## config.mk

```make
export PLATFORM = sky130hd
export DESIGN_NAME = hazard_ctrl
export DESIGN_NICKNAME = d
export VERILOG_FILES = /design/src/rtl/hazard_ctrl.sv
export SDC_FILE = /design/constraint.sdc
export NUM_CORES = 1
export LEC_CHECK = 0
export BUFFER_PORTS_ARGS = -buffer_cell sky130_fd_sc_hd__buf_4
export CORE_ASPECT_RATIO = 0.5
export CORE_MARGIN = 2
export CORE_UTILIZATION = 52
export CTS_CLUSTER_DIAMETER = 120
export DETAILED_ROUTE_END_ITERATION = 8
export PLACE_DENSITY_LB_ADDON = 0.12
export SYNTH_ARGS = -nofsm -noshare
export SYNTH_HDL_FRONTEND = slang
export SYNTH_SLANG_ARGS = --single-unit
export TNS_END_PERCENT = 50
```

## constraint.sdc

```tcl
create_clock -name clk -period 4.1 [get_ports clk]
set_input_delay 0.41 -clock clk [delete_from_list [all_inputs] [get_ports clk]]
set_output_delay 0.41 -clock clk [all_outputs]
set_load 0.005 [all_outputs]
```

## src/rtl/hazard_ctrl.sv

```systemverilog
// hazard_ctrl: E-stage forwarding, load-use/branch hazards and data-memory wait control
module hazard_ctrl #(
    parameter int TIMEOUT = 255,
    parameter int CNT_W   = 16
) (
    input  logic             clk,
    input  logic             rst,
    input  logic [4:0]       Rs1D,
    input  logic [4:0]       Rs2D,
    input  logic [4:0]       Rs1E,
    input  logic [4:0]       Rs2E,
    input  logic [4:0]       RdE,
    input  logic [4:0]       RdM,
    input  logic [4:0]       RdW,
    input  logic             RegWriteE,
    input  logic             RegWriteM,
    input  logic             RegWriteW,
    input  logic             ResultSrcE0,
    input  logic             armE,
    input  logic             RVPCSrcE,
    input  logic             BranchTakenE,
    input  logic             MemReqM,
    input  logic             MemReadyM,
    output logic [1:0]       ForwardAE,
    output logic [1:0]       ForwardBE,
    output logic             StallF,
    output logic             StallD,
    output logic             StallE,
    output logic             StallM,
    output logic             FlushD,
    output logic             FlushE,
    output logic             MemErr,
    output logic [CNT_W-1:0] StallCycles
);
    localparam int WC_W = $clog2(TIMEOUT + 1);

    typedef enum logic [1:0] {RUN, MEMWAIT, ERROR} state_t;

    state_t            state_q, state_d;
    logic [WC_W-1:0]   wait_cnt_q, wait_cnt_d;
    logic              mem_err_q, mem_err_d;
    logic [CNT_W-1:0]  stall_cycles_q, stall_cycles_d;
    logic              lw_stall, br, mem_hold;

    function automatic logic [1:0] fwd(input logic [4:0] rs, input logic [4:0] rd_m,
                                       input logic [4:0] rd_w, input logic we_m,
                                       input logic we_w, input logic arm);
        if (we_m && rd_m == rs && (arm || rs != 5'd0)) return 2'b10;
        if (we_w && rd_w == rs && (arm || rs != 5'd0)) return 2'b01;
        return 2'b00;
    endfunction

    always_comb begin
        state_d    = state_q;
        wait_cnt_d = wait_cnt_q;
        if (state_q == RUN && MemReqM && !MemReadyM) begin
            state_d    = MEMWAIT;
            wait_cnt_d = WC_W'(1);
        end else if (state_q == MEMWAIT) begin
            if (MemReadyM) begin
                state_d    = RUN;
                wait_cnt_d = '0;
            end else if (wait_cnt_q == WC_W'(TIMEOUT)) begin
                state_d = ERROR;
            end else begin
                wait_cnt_d = wait_cnt_q + WC_W'(1);
            end
        end
        mem_err_d = mem_err_q | (state_d == ERROR);
        lw_stall  = ResultSrcE0 && RegWriteE && (RdE == Rs1D || RdE == Rs2D) && (armE || RdE != 5'd0);
        br        = RVPCSrcE | BranchTakenE;
        // A memory hold freezes everything, so a taken branch waits in E until release
        mem_hold  = rst && ((state_q == RUN && MemReqM && !MemReadyM) || state_q != RUN);
        StallF    = mem_hold || (rst && !br && lw_stall);
        StallD    = StallF;
        StallE    = mem_hold;
        StallM    = mem_hold;
        FlushD    = rst && !mem_hold && br;
        FlushE    = rst && !mem_hold && (br || lw_stall);
        ForwardAE = rst ? fwd(Rs1E, RdM, RdW, RegWriteM, RegWriteW, armE) : 2'b00;
        ForwardBE = rst ? fwd(Rs2E, RdM, RdW, RegWriteM, RegWriteW, armE) : 2'b00;
        stall_cycles_d = stall_cycles_q + CNT_W'(StallF && !(&stall_cycles_q));
        MemErr      = mem_err_q;
        StallCycles = stall_cycles_q;
    end

    always_ff @(posedge clk or negedge rst) begin
        if (!rst) begin
            state_q        <= RUN;
            wait_cnt_q     <= '0;
            mem_err_q      <= 1'b0;
            stall_cycles_q <= '0;
        end else begin
            state_q        <= state_d;
            wait_cnt_q     <= wait_cnt_d;
            mem_err_q      <= mem_err_d;
            stall_cycles_q <= stall_cycles_d;
        end
    end
endmodule

```

* Word level (Yosys, flattened, before mapping)
Index checks and enable logic that the tools add are counted.
** Operators by class
- $add $sub $neg :: 2
- Bitwise operators :: 2
- Reductions and logical operators :: 39
- Eq/ne operators :: 10
- Multiplexer cells :: 24
** Operators with widths (number)
- $mux W8 :: 4
- $eq A5 B5 Y1 :: 6
- $mux W2 :: 14
- $logic_and A1 B1 Y1 :: 20
- $add A16 B1 Y16 :: 1
- $reduce_and A16 Y1 :: 1
- $reduce_bool A5 Y1 :: 3
- $add A8 B1 Y8 const B :: 1
- $eq A8 B8 Y1 const B :: 1
- $logic_or A1 B1 Y1 :: 7
- $mux W1 :: 6
- $logic_not A1 Y1 :: 4
- $reduce_bool A2 Y1 :: 2
- $ne A3 B2 Y1 const B :: 1
- $eq A2 B1 Y1 const B :: 1
- $eq A2 B2 Y1 const B :: 1
- $logic_not A2 Y1 :: 1
- $or A1 B1 Y1 :: 2
- $reduce_and A2 Y1 :: 1
** Word-level totals
- Output and inout port bits :: 27
- Word-level logic and storage cells :: 81
- Input bits :: 46
- Bits in registers :: 27

* Logic depth before layout (Yosys ltp)
- Depth after elaboration :: 8
- Gate-level depth with buffers :: 10
- Gate-level depth less buffers :: 10

* Least setup slack after synthesis
Ideal clock, no wire load.
- Path type :: input to register
- Start point :: input RdE[2]
- End point :: register stall_cycles_q[12] (netlist: StallCycles[12])
- Stages on the path :: 10
- Setup time :: 0.079 ns
- Required time :: 4.021 ns
- Slack :: 1.901 ns
- Path buffers :: 0
- Arrival time :: 2.120 ns
- Cells stage by stage :: xor2_1 > nor3_1 > a22oi_1 > o31ai_1 > ha_1 > ha_1 > nand2_1 > nor3_1 > and3_1 > xor2_1
** Between the ends
- Cells in the longest elaborated chain, start to end :: 8
- Elaborated cells between the ends (all ways) :: 11
- Those cells by class :: 1 x add/sub; 2 x eq/ne; 8 x reduce/logical
** Ends and longest elaborated chain
- from (decl) :: line 12 : input logic [4:0] RdE,
- $eq A5 B5 Y1 :: line 70 : lw_stall = ResultSrcE0 && RegWriteE && (RdE == Rs1D || RdE == Rs2D) && (armE || RdE != 5'd0);
- $logic_or A1 B1 Y1 :: line 70
- $logic_and A1 B1 Y1 :: line 70
- $logic_and A1 B1 Y1 * :: line 70
- $logic_and A1 B1 Y1 * :: line 74 : StallF = mem_hold || (rst && !br && lw_stall);
- $logic_or A1 B1 Y1 * :: line 74
- $logic_and A1 B1 Y1 * :: line 82 : stall_cycles_d = stall_cycles_q + CNT_W'(StallF && !(&stall_cycles_q));
- $add A16 B1 Y16 * :: line 82
- net stall_cycles_d[12] :: line 42 : logic [CNT_W-1:0] stall_cycles_q, stall_cycles_d;
- to (signal assigned) :: line 97 : stall_cycles_q <= stall_cycles_d;
- to (decl) :: line 42
Mark *: on every way through the listed nets, which the timed path passes. The rest lies on a longest branch.
A chain may end at the register's enable or synchronous reset.

* Worst setup path after layout
- Start point :: input rst
- End point :: register stall_cycles_q[12] (netlist: StallCycles[12])
** Between the ends
- Cells in the longest elaborated chain, start to end :: 5
- Elaborated cells between the ends (all ways) :: 6
- Those cells by class :: 1 x add/sub; 5 x reduce/logical
** Ends and longest elaborated chain
- from (decl) :: line 7 : input logic rst,
- $logic_and A1 B1 Y1 (2 in a row) :: line 74
- $logic_or A1 B1 Y1 * :: line 74
- $logic_and A1 B1 Y1 * :: line 82
- $add A16 B1 Y16 * :: line 82
- net stall_cycles_d[12] :: line 42
Marked as above.

==> results.sh <==
export IMPL_syn2layout_area_growth_pct=35.3
export IMPL_worstPathRequired_ps=4300
export IMPL_powerDensity_nw_per_um2=293
export IMPL_slew_headroom_pct=69.6
export IMPL_synth_async_reset_ratio_pct=100
export IMPL_synthesis_nets=238
export IMPL_period_share_pct=59.3
export IMPL_synthTopCellsByArea="dfrtp_1 38%, xnor2_1 12%, xor2_1 10%"
export IMPL_diodes=0
export IMPL_yosys_area_top_type="dfrtp_1"
export IMPL_ant_nets=0
export IMPL_fin_tns_setup_ps=0
export IMPL_synth_seq_cells=27
export IMPL_max_slew_worst_pin_slew_ps=456
export IMPL_yosys_warnings=0
export IMPL_grt_use_met1_pct=25.8
export IMPL_gp_congestion=0.811
export IMPL_wl_per_cell_um=14.3
export IMPL_design_core_area_sq_um=3120
export IMPL_yosys_area_top_type_share_pct=38.5
export IMPL_grtUsageTotal_pct=23.4
export IMPL_cts_setup_buffers=0
export IMPL_grt_max_degree=35
export IMPL_cp_end_kind="flip-flop"
export IMPL_die_x_um=86.2
export IMPL_synth_top_cells_by_count="27 x dfrtp_1, 24 x xnor2_1, 20 x xor2_1"
export IMPL_synth_cells=189
export IMPL_initial_utilization_pct=56.3
export IMPL_grt_use_met3_pct=5.30
export IMPL_antenna_found_initial=0
export IMPL_synth_compound_area_share_pct=13.3
export IMPL_drc_errors=0
export IMPL_yosysUniqueCellTypes=38
export IMPL_holdWs_ps=51.5
export IMPL_critPathMaxFanout=34
export IMPL_max_clock_freq_mhz=411
export IMPL_max_cap_viol_count=0
export IMPL_drtIter0Drc=78
export IMPL_rsz0062_at_grt="false"
export IMPL_final_setup_viol_count=0
export IMPL_dp_final_hpwl_um=3480
export IMPL_cts_sinks=27
export IMPL_die_height_um=45.1
export IMPL_clock_root_buffer="clkbuf_8"
export IMPL_status="finished clean"
export IMPL_fin_cells=302
export IMPL_clk_pin_slew_ps=90
export IMPL_syn_avg_cell_area_sq_um=9.29
export IMPL_p_leak_uw=0.00108
export IMPL_synth_cell_area_sq_um=1760
export IMPL_totalWireLength_um=4330
export IMPL_clockBufferDepth=2
export IMPL_path_class="in -> reg"
export IMPL_clkLatencyLatePin_ps=270
export IMPL_synth_mux_area_share_pct=0
export IMPL_p_total_uw=696
export IMPL_yosys_area_share_simple_pct=22.4
export IMPL_placedCellCount=298
export IMPL_cts_tree="done"
export IMPL_ioPinCount=73
export IMPL_cp_arrival_ps=2630
export IMPL_fin_util_pct=76.2
export IMPL_post_cts_resized=0
export IMPL_skew_ps=3.90
export IMPL_via_per_inst=5.57
export IMPL_num_vias=1682
export IMPL_yosys_area_share_xor_xnor_pct=21.9
export IMPL_num_nets_final=312
export IMPL_synth_top_family_by_area="simple AND/OR/NAND/NOR gates"
export IMPL_synth_fa_ha_area_share_pct=2.14
export IMPL_drtPass1Iterations=4
export IMPL_hold_buffers=0
export IMPL_ir_worst_vdd_uv=189
export IMPL_hp_class="in -> async"
export IMPL_use_met2_pct=47.4
export IMPL_synthFlopType="dfrtp_1"
export IMPL_grt_ovfl_total=0
export IMPL_fin_crit_ps=2430
export IMPL_start_kind="input port"
export IMPL_ys_seq_area_share_pct=38.5
export IMPL_yosysMostFrequentCell="dfrtp_1"
export IMPL_numCtsBuffers=3
export IMPL_grt_pass1_vias=1664
export IMPL_grt_pass1_wl_um=7090
export IMPL_grt_busiest_layer="met2"
export IMPL_die_area_sq_um=3890
export IMPL_htreeDepth=1
export IMPL_synth_edf_count=0
export IMPL_portBuffers=72
export IMPL_hold_viol=0
export IMPL_rows=14
export IMPL_finalMaxSlewViolations=0
export IMPL_layout_drive_gt1_share_pct=30.9
## state kept, by name, indices dropped and copies added (netlist names)
register     cells
StallCycles     16
MemErr           1
state_q          2
wait_cnt_q       8
## cells by family after synthesis
| family | after synthesis |
|---|---|
| AO/OA/AOI/OAI | 34 |
| XOR/XNOR | 44 |
| adder cells (fa/ha/maj) | 3 |
| buffers and inverters | 6 |
| flip-flops | 27 |
| AND/OR/NAND/NOR | 75 |
## path summary, 6_finish.rpt
check                      slack (ps)              end  cells after the start            from
min in group clk                  440    wait_cnt_q[0]                      3       MemReadyM
hold / removal                     50  StallCycles[13]                      1             rst
max in group asynchronous        3770   StallCycles[6]                      1             rst
setup / recovery                 1670  StallCycles[12]                     11             rst
setup reg to reg                 1730  StallCycles[12]                     10  StallCycles[3]
hold reg to reg                   480           MemErr                      1          MemErr
## routing by layer
metal	wire [um]	share of wire (%)	vias to the layer above
li1	-	-	824
met1	1790	41	805
met2	2300	53	49
met3	210	4.8	4
met4	29	0.67	0
met5	0	0	-
## area by class of cell
class,count,area [sq um]
inverters,3,11.3
well taps,40,50.0
repair buffers,72,541
clock inverters,1,7.51
flip-flops and latches,27,676
clock buffers,3,41.3
fillers,244,742
multi-input cells,156,1050
## layout by cell type (no fill, tap or decap), types with 2 or more instances in the layout
cell / Yosys / layout
a21oi_1: 6 / 6
nor3_1: 8 / 8
dfrtp_1: 27 / 27
o22ai_1: 2 / 2
nor4_1: 5 / 5
o21ai_1: 2 / 2
nand2b_1: 3 / 3
xnor2_1: 24 / 24
o31ai_1: 2 / 2
o31a_1: 2 / 2
nor3b_1: 2 / 2
a41oi_1: 2 / 2
ha_1: 3 / 3
inv_1: 3 / 3
or4_1: 2 / 2
and3_1: 3 / 3
o21ai_0: 4 / 4
nor2b_1: 2 / 2
nor2_1: 11 / 11
nand4_1: 7 / 7
and2_1: 2 / 2
a31oi_1: 6 / 6
xor2_1: 20 / 20
a21o_1: 2 / 2
nand3_1: 10 / 10
buf_4: 2 / 72
nand2_1: 16 / 16
clkbuf_8: 0 / 3
## through the flow
stage                     worst slack [ps]  area [sq um]
after floorplan                       1900          1760
after global placement                1530          2330
after detailed placement              1380          2330
after CTS                             1670          2380
after global routing                  1440          2380
final                                 1670          2380
## critical path, stage by stage
cell	delay [ps]
buf_4	340
nand3_1	120
a21oi_1	210
nand2_1	110
o31ai_1	240
ha_1	200
ha_1	220
nand2_1	80
nor3_1	290
and3_1	220
xor2_1	170
## power breakdown
group | switching [uW] | leakage, uW | internal [uW]
logic | 82.7 | 0.000705 | 114
registers | 43.4 | 0.000350 | 299
clock network | 87.6 | 0.0000217 | 69.0
Power figures use the tool's default switching activity.
